`src/rtl/wb_mem_arbiter.sv`:
```
// Two-master to one-slave classic Wishbone arbiter for the shared on-chip RAM.
// Master 0 is the memory-stage data port and master 1 is the instruction-fetch port.
// A master keeps the bus from grant until it drops cyc. Grants are round-robin.
// An optional watchdog aborts a strobed access that the slave never answers.
module wb_mem_arbiter #(
    parameter int AW             = 32,
    parameter int DW             = 32,
    parameter int TIMEOUT_CYCLES = 16
) (
    input  logic            iClk,
    input  logic            nRst,
    // master 0 (data)
    input  logic            iM0_cyc,
    input  logic            iM0_stb,
    input  logic            iM0_we,
    input  logic [DW/8-1:0] iM0_sel,
    input  logic [AW-1:0]   iM0_adr,
    input  logic [DW-1:0]   iM0_dat,
    output logic [DW-1:0]   oM0_dat,
    output logic            oM0_ack,
    output logic            oM0_err,
    // master 1 (fetch)
    input  logic            iM1_cyc,
    input  logic            iM1_stb,
    input  logic            iM1_we,
    input  logic [DW/8-1:0] iM1_sel,
    input  logic [AW-1:0]   iM1_adr,
    input  logic [DW-1:0]   iM1_dat,
    output logic [DW-1:0]   oM1_dat,
    output logic            oM1_ack,
    output logic            oM1_err,
    // slave
    output logic            oS_cyc,
    output logic            oS_stb,
    output logic            oS_we,
    output logic [DW/8-1:0] oS_sel,
    output logic [AW-1:0]   oS_adr,
    output logic [DW-1:0]   oS_dat,
    input  logic [DW-1:0]   iS_dat,
    input  logic            iS_ack,
    input  logic            iS_err,
    // status
    output logic [1:0]      oGrant,
    output logic            oTimeout
);

    localparam int SW = DW / 8;
    // Keep the counter at least one bit wide so a disabled watchdog still elaborates.
    localparam int CW = (TIMEOUT_CYCLES > 0) ? $clog2(TIMEOUT_CYCLES + 1) : 1;
    localparam logic [CW-1:0] CNT_LAST = (TIMEOUT_CYCLES > 0) ? CW'(TIMEOUT_CYCLES - 1) : '0;
    localparam bit TIMEOUT_EN = (TIMEOUT_CYCLES > 0);

    typedef enum logic [1:0] {
        ST_IDLE  = 2'd0,
        ST_OWN   = 2'd1,
        ST_ABORT = 2'd2,
        ST_DRAIN = 2'd3
    } state_t;

    state_t        state_q, state_d;
    logic          owner_q, owner_d;
    logic          last_q,  last_d;
    logic [CW-1:0] cnt_q,   cnt_d;
    logic [1:0]    grant_q, grant_d;

    // Current owner's request signals
    logic          own_cyc_s;
    logic          own_stb_s;
    logic          own_we_s;
    logic [SW-1:0] own_sel_s;
    logic [AW-1:0] own_adr_s;
    logic [DW-1:0] own_dat_s;

    // Response destined for the current owner
    logic          rsp_ack_s;
    logic          rsp_err_s;
    logic [DW-1:0] rsp_dat_s;

    // Winner chosen in IDLE
    logic          pick_s;

    // Select the request fields of whichever master currently owns the bus
    always_comb begin
        if (owner_q) begin
            own_cyc_s = iM1_cyc;
            own_stb_s = iM1_stb;
            own_we_s  = iM1_we;
            own_sel_s = iM1_sel;
            own_adr_s = iM1_adr;
            own_dat_s = iM1_dat;
        end else begin
            own_cyc_s = iM0_cyc;
            own_stb_s = iM0_stb;
            own_we_s  = iM0_we;
            own_sel_s = iM0_sel;
            own_adr_s = iM0_adr;
            own_dat_s = iM0_dat;
        end
    end

    // Round-robin pick: a lone requester wins, a tie goes to the master not granted last
    always_comb begin
        if (iM0_cyc && iM1_cyc) begin
            pick_s = ~last_q;
        end else begin
            pick_s = iM1_cyc;
        end
    end

    // Next-state, grant and watchdog counter computation
    always_comb begin
        state_d = state_q;
        owner_d = owner_q;
        last_d  = last_q;
        cnt_d   = cnt_q;
        grant_d = grant_q;
        case (state_q)
            ST_IDLE: begin
                cnt_d = '0;
                if (iM0_cyc || iM1_cyc) begin
                    owner_d = pick_s;
                    last_d  = pick_s;
                    grant_d = pick_s ? 2'b10 : 2'b01;
                    state_d = ST_OWN;
                end else begin
                    grant_d = 2'b00;
                end
            end
            ST_OWN: begin
                if (!own_cyc_s) begin
                    // Tenure ends; an ack in this same cycle was already forwarded.
                    state_d = ST_IDLE;
                    grant_d = 2'b00;
                    cnt_d   = '0;
                end else if (iS_ack || iS_err || !own_stb_s) begin
                    cnt_d = '0;
                end else if (TIMEOUT_EN && (cnt_q == CNT_LAST)) begin
                    state_d = ST_ABORT;
                    cnt_d   = '0;
                end else if (TIMEOUT_EN) begin
                    cnt_d = cnt_q + CW'(1'b1);
                end else begin
                    cnt_d = '0;
                end
            end
            ST_ABORT: begin
                // Single-cycle error pulse, then wait for the master to let go.
                state_d = ST_DRAIN;
                cnt_d   = '0;
            end
            ST_DRAIN: begin
                cnt_d = '0;
                if (!own_cyc_s) begin
                    state_d = ST_IDLE;
                    grant_d = 2'b00;
                end else begin
                    state_d = ST_DRAIN;
                end
            end
            default: begin
                state_d = ST_IDLE;
                grant_d = 2'b00;
                cnt_d   = '0;
            end
        endcase
    end

    // Arbiter state registers
    always_ff @(posedge iClk or negedge nRst) begin
        if (!nRst) begin
            state_q <= ST_IDLE;
            owner_q <= 1'b0;
            last_q  <= 1'b1;
            cnt_q   <= '0;
            grant_q <= 2'b00;
        end else begin
            state_q <= state_d;
            owner_q <= owner_d;
            last_q  <= last_d;
            cnt_q   <= cnt_d;
            grant_q <= grant_d;
        end
    end

    // Slave-side drive: pass the owner through only while it holds a live tenure
    always_comb begin
        case (state_q)
            ST_OWN: begin
                oS_cyc = own_cyc_s;
                oS_stb = own_stb_s;
                oS_we  = own_we_s;
                oS_sel = own_sel_s;
                oS_adr = own_adr_s;
                oS_dat = own_dat_s;
            end
            default: begin
                oS_cyc = 1'b0;
                oS_stb = 1'b0;
                oS_we  = 1'b0;
                oS_sel = '0;
                oS_adr = '0;
                oS_dat = '0;
            end
        endcase
    end

    // Response for the owner: slave passthrough in OWN, forced error in ABORT, silence otherwise
    always_comb begin
        case (state_q)
            ST_OWN: begin
                rsp_ack_s = iS_ack;
                rsp_err_s = iS_err;
                rsp_dat_s = iS_dat;
            end
            ST_ABORT: begin
                rsp_ack_s = 1'b0;
                rsp_err_s = 1'b1;
                rsp_dat_s = '0;
            end
            default: begin
                rsp_ack_s = 1'b0;
                rsp_err_s = 1'b0;
                rsp_dat_s = '0;
            end
        endcase
    end

    // Steer the response to the owner; the other master sees all zeros
    always_comb begin
        if (owner_q) begin
            oM0_ack = 1'b0;
            oM0_err = 1'b0;
            oM0_dat = '0;
            oM1_ack = rsp_ack_s;
            oM1_err = rsp_err_s;
            oM1_dat = rsp_dat_s;
        end else begin
            oM0_ack = rsp_ack_s;
            oM0_err = rsp_err_s;
            oM0_dat = rsp_dat_s;
            oM1_ack = 1'b0;
            oM1_err = 1'b0;
            oM1_dat = '0;
        end
    end

    assign oGrant   = grant_q;
    assign oTimeout = (state_q == ST_ABORT);

endmodule

```
`config.mk`:
```
export PLATFORM = sky130hd
export DESIGN_NAME = wb_mem_arbiter
export DESIGN_NICKNAME = d
export VERILOG_FILES = /design/src/rtl/wb_mem_arbiter.sv
export SDC_FILE = /design/constraint.sdc
export NUM_CORES = 1
export LEC_CHECK = 0
export BUFFER_PORTS_ARGS = -buffer_cell sky130_fd_sc_hd__clkbuf_2
export CORE_AREA = 8 8 118 120
export CTS_CLUSTER_SIZE = 28
export DETAILED_ROUTE_END_ITERATION = 16
export DIE_AREA = 0 0 126 128
export PLACE_DENSITY = 0.53
export SYNTH_ARGS = -nofsm -noshare
export SYNTH_HDL_FRONTEND = slang
export SYNTH_SLANG_ARGS = --single-unit
export TNS_END_PERCENT = 50
```
`constraint.sdc`:
```
create_clock -name iClk -period 2.1 [get_ports iClk]
set_input_delay 0.42 -clock iClk [delete_from_list [all_inputs] [get_ports iClk]]
set_output_delay 0.42 -clock iClk [all_outputs]
set_load 0.01 [all_outputs]
```
---- Word level (Yosys, flattened, before mapping) ----
Cells that the tools add are included.
word-level totals
  register bits after elaboration ......... 11
  input bits .............................. 178
cells by class
  $add $sub $neg .......................... 1
  eq/ne operators ......................... 8
  multiplexer cells ....................... 36
  bitwise gates (word level) .............. 1
  reductions and logical operators ........ 12
operators by type and width
  operator               number
  $mux W32               7
  $mux W2                8
  $mux W5                3
  $mux W1                12
  $pmux W5 S2            1
  $mux W4                2
  $pmux W2 S4            1
  $ne A3 B3 Y1 const B   2
  $add A5 B1 Y5 const B  1
  $eq A5 B4 Y1 const B   1
  $eq A2 B2 Y1 const B   2
  $ne A2 B2 Y1 const B   2
  $pmux W2 S2            1
  $reduce_and A2 Y1      2
  $logic_or A1 B1 Y1     3
  $reduce_and A3 Y1      1
  $reduce_or A3 Y1       1
  $eq A2 B1 Y1 const B   1
  $logic_not A2 Y1       1
  $pmux W1 S2            1
  $reduce_bool A2 Y1     1
  $reduce_or A2 Y1       1
  $logic_and A1 B1 Y1    1
  $logic_not A1 Y1       1
  $not A1 Y1             1

---- Logic depth before layout (Yosys ltp) ----
  depth in word-level cells ............... 6
  depth in mapped cells ................... 7
  gate-level depth less buffers ........... 6

---- Worst setup path after synthesis ----
OpenSTA, ideal clock, no wires.
  path kind ............................... register to output
  start ................................... register with a tool-made name
  end ..................................... output port oS_adr[10]
  arrival ................................. 1.561 ns
  required time ........................... 1.680 ns
  setup slack ............................. 0.119 ns
  stages on the path, launching flop included .. 7
  path buffers ............................ 3
  cell sequence ........................... dfrtp_1 -> inv_1 -> ha_1 -> clkbuf_1 -> clkbuf_1 -> clkbuf_1 -> nor2b_1
RTL lines
  what           RTL line  RTL
  end, declared  37        output logic [AW-1:0] oS_adr,

==> reports/qor.csv <==
metric,value,unit
outcome,"finished, final reports clean",
synth-compound-area-share,2.95,%
r2r_start,owner_q$_DFFE_PN0P_,
synth_top_area_share,31.5,%
core-area,12200,sq um
synth-async-reset-ratio,100,%
critPathCaptureType,primary output,
die-area,16100,sq um
synth_top_family_by_area,simple AND/OR/NAND/NOR gates,
synthSimpleGateAreaFrac,43.0,%
power_density,1190,nW/um^2
min_period,1.97,ns
grt_use_met1,16.4,%
clock_path_buffers,2,
syn-cell-area,2290,sq um
drtPass1Iterations,4,
insertion_delay,0.24,ns
synth_mux_area_share,32.4,%
rrSetupSlack,0.21,ns
syn-instance-count,294,
synth_fa_ha_area_share,3.28,%
synth_cell_type_count,27,
area_delta_synth_final,84.9,%
hold_class,primary input to asynchronous set/reset pin,
cts_tree,built,
skew,0.00265,ns
r2r_end,state_q[0]$_DFFE_PN0P_,
synth_area_leaders,"mux2i_1 31%, nor2b_1 20%, dfrtp_1 11%",
die_w,126,um
slowest_stage,dfrtp_1,
wire_per_inst,17.1,um
drc,0,
ant_nets,0,
gr-usage-met3,2.79,%
drt-total-wl,12.9,mm
avgSynthCellArea,7.79,sq um
fmax,507,MHz
track_usage,14.1,%
drv_slew,0,
fin_tns_setup,0,ns
criticalPathCategory,register to primary output,
dpl.hpwl,11.1,mm
antenna_found_initial,0,
busiest_layer,met2,
start_util,18.8,%
root_buffer,clkbuf_16,
cap_violations,0,
antennaDiodeCount,0,
min_period_over_period,93.9,%
htreeDepth,1,
grt_first_pass_wirelength,18.8,mm
io_buffers,319,
slowest_delay,0.39,ns
grt_pass1_vias,3270,
r2r.worst_path.cells,5,
total_leakage_power,2.63,nW
max_slew_margin,79.0,%
cts_num_sinks,11,
fill_cells,1303,
synth-seq-cells,11,
drt_iter0_drc,117,
grt_start_max_net_pins,61,
use_met2,26.9,%
synth-main-ff-cell,dfrtp_1,
ios,320,
worstPathArrival,1.55,ns
vias,3233,
tightestPinTransition,0.306,ns
crit_chain,inv_2 > ha_4 > nor2b_4 > buf_12 > and2_1 > clkbuf_2,
drive_above_1_share,57.2,%
dieHeight,128,um
globalplace.congestion,0.882,
setup_viol,0,
hold_viol,0,
numCtsBuffers,3,
peakVddDrop,0.694,mV
synth_fp_nets,478,
yosysWarnings,0,
synthTopCellsByCount,"73 x nor2b_1, 72 x mux2i_1, 35 x and3_1",
yosysTopAreaCell,mux2i_1,
holdWs,0.0572,ns
synthXorXnorAreaFrac,0.765,%
fin_nets,788,
std_cell_rows,41,
rsz0062_at_grt,no,
synth_edf_count,0,
grt_overflow,0,
clk_pin_slew,0.04,ns
routed_via_density,4.29,
cp.required,1.68,ns
yosysMostFrequentCell,nor2b_1,
yosysSeqAreaShare,12.1,%
path_max_fanout,33,
cp-start-kind,register,
==> cells in the final DEF (no fill, tap or decap), types with 4 or more instances in the layout <==
cell type,count
nor2b_1,71
nor2_1,5
clkbuf_16,4
buf_4,7
ha_1,5
nor3_1,4
nand2_1,5
a21oi_1,5
and3_1,35
clkbuf_2,319
buf_12,4
mux2i_1,72
and2_1,33
dfrtp_1,9
==> repair_timing <==
| action | CTS | global route |
|---|---|---|
| hold buffers | 0 | 0 |
| pin swaps | 0 | 0 |
| endpoints found under the setup margin | 1 | 89 |
| setup buffers | 0 | 3 |
| gates cloned | 0 | 1 |
| resized for setup | 1 | 6 |
==> stage by stage <==
stage | area [sq um] | util [%] | worst slack, ns | total power [mW] | cells
floorplan | 2290 | - | 0.119 | 2.86 | 294
global placement | 4090 | 33.5 | 0.258 | 4.51 | 745
detailed placement | 4090 | 33.5 | 0.203 | 4.56 | 745
CTS | 4170 | 34.1 | 0.00369 | 4.92 | 749
global route | 4240 | 34.7 | 0.0143 | 5.42 | 753
finish | 4240 | 34.7 | 0.128 | 5.03 | 753
==> flip-flops by register name, indices dropped and copies added (netlist names), named ones only <==
| signal | cells |
|---|---|
| cnt_q | 5 |
| last_q | 1 |
| oGrant | 2 |
| owner_q | 1 |
| state_q | 1 |
==> kinds of logic after synthesis <==
logic type | after synthesis
buffers and inverters | 30
adder cells (fa/ha/maj) | 6
AO/OA/AOI/OAI | 10
XOR/XNOR | 2
AND/OR/NAND/NOR | 161
flip-flops | 11
multiplexers | 74
==> cell type report <==
type                    instances  area (sq um)  area share, %
flip-flops and latches         11           280           6.62
well taps                     150           188           4.43
inverters                       3          11.3          0.266
clock buffers                   4          78.8           1.86
multi-input cells             253          1910           45.1
repair buffers                332          1770           41.7
==> metal layers <==
metal  vias up  part of all wire (%)
met2       146                    53
li1       1617                     -
met5         -                     0
met4         0                  0.50
met3         6                   6.9
met1      1464                    39
==> worst max-delay path by stage <==
stage                         from          to  slack, ns  cells after the start
after floorplan           register  oS_adr[10]       0.12                      6
after global placement    register      oS_cyc       0.26                      5
after detailed placement  register      oS_cyc       0.20                      5
after CTS                 register  oM0_dat[1]      0.004                      6
after global routing      register  oM0_dat[5]       0.01                      6
final                     register  oM0_dat[1]       0.13                      6
==> power by group <==
group | switching [mW] | leakage [nW] | internal, mW
sequential | 0.0837 | 0.142 | 0.282
combinational | 2.30 | 2.45 | 2.02
clock | 0.0905 | 0.0382 | 0.255
==> worst max-delay path, delay by kind of cell (launching register included) <==
kind                     cells  cell delay [ns]
buffers and inverters        3             0.41
flip-flops                   1             0.39
AND/OR/NAND/NOR              2             0.32
adder cells (fa/ha/maj)      1             0.19
Note: power is estimated with default switching activity, not from simulation.
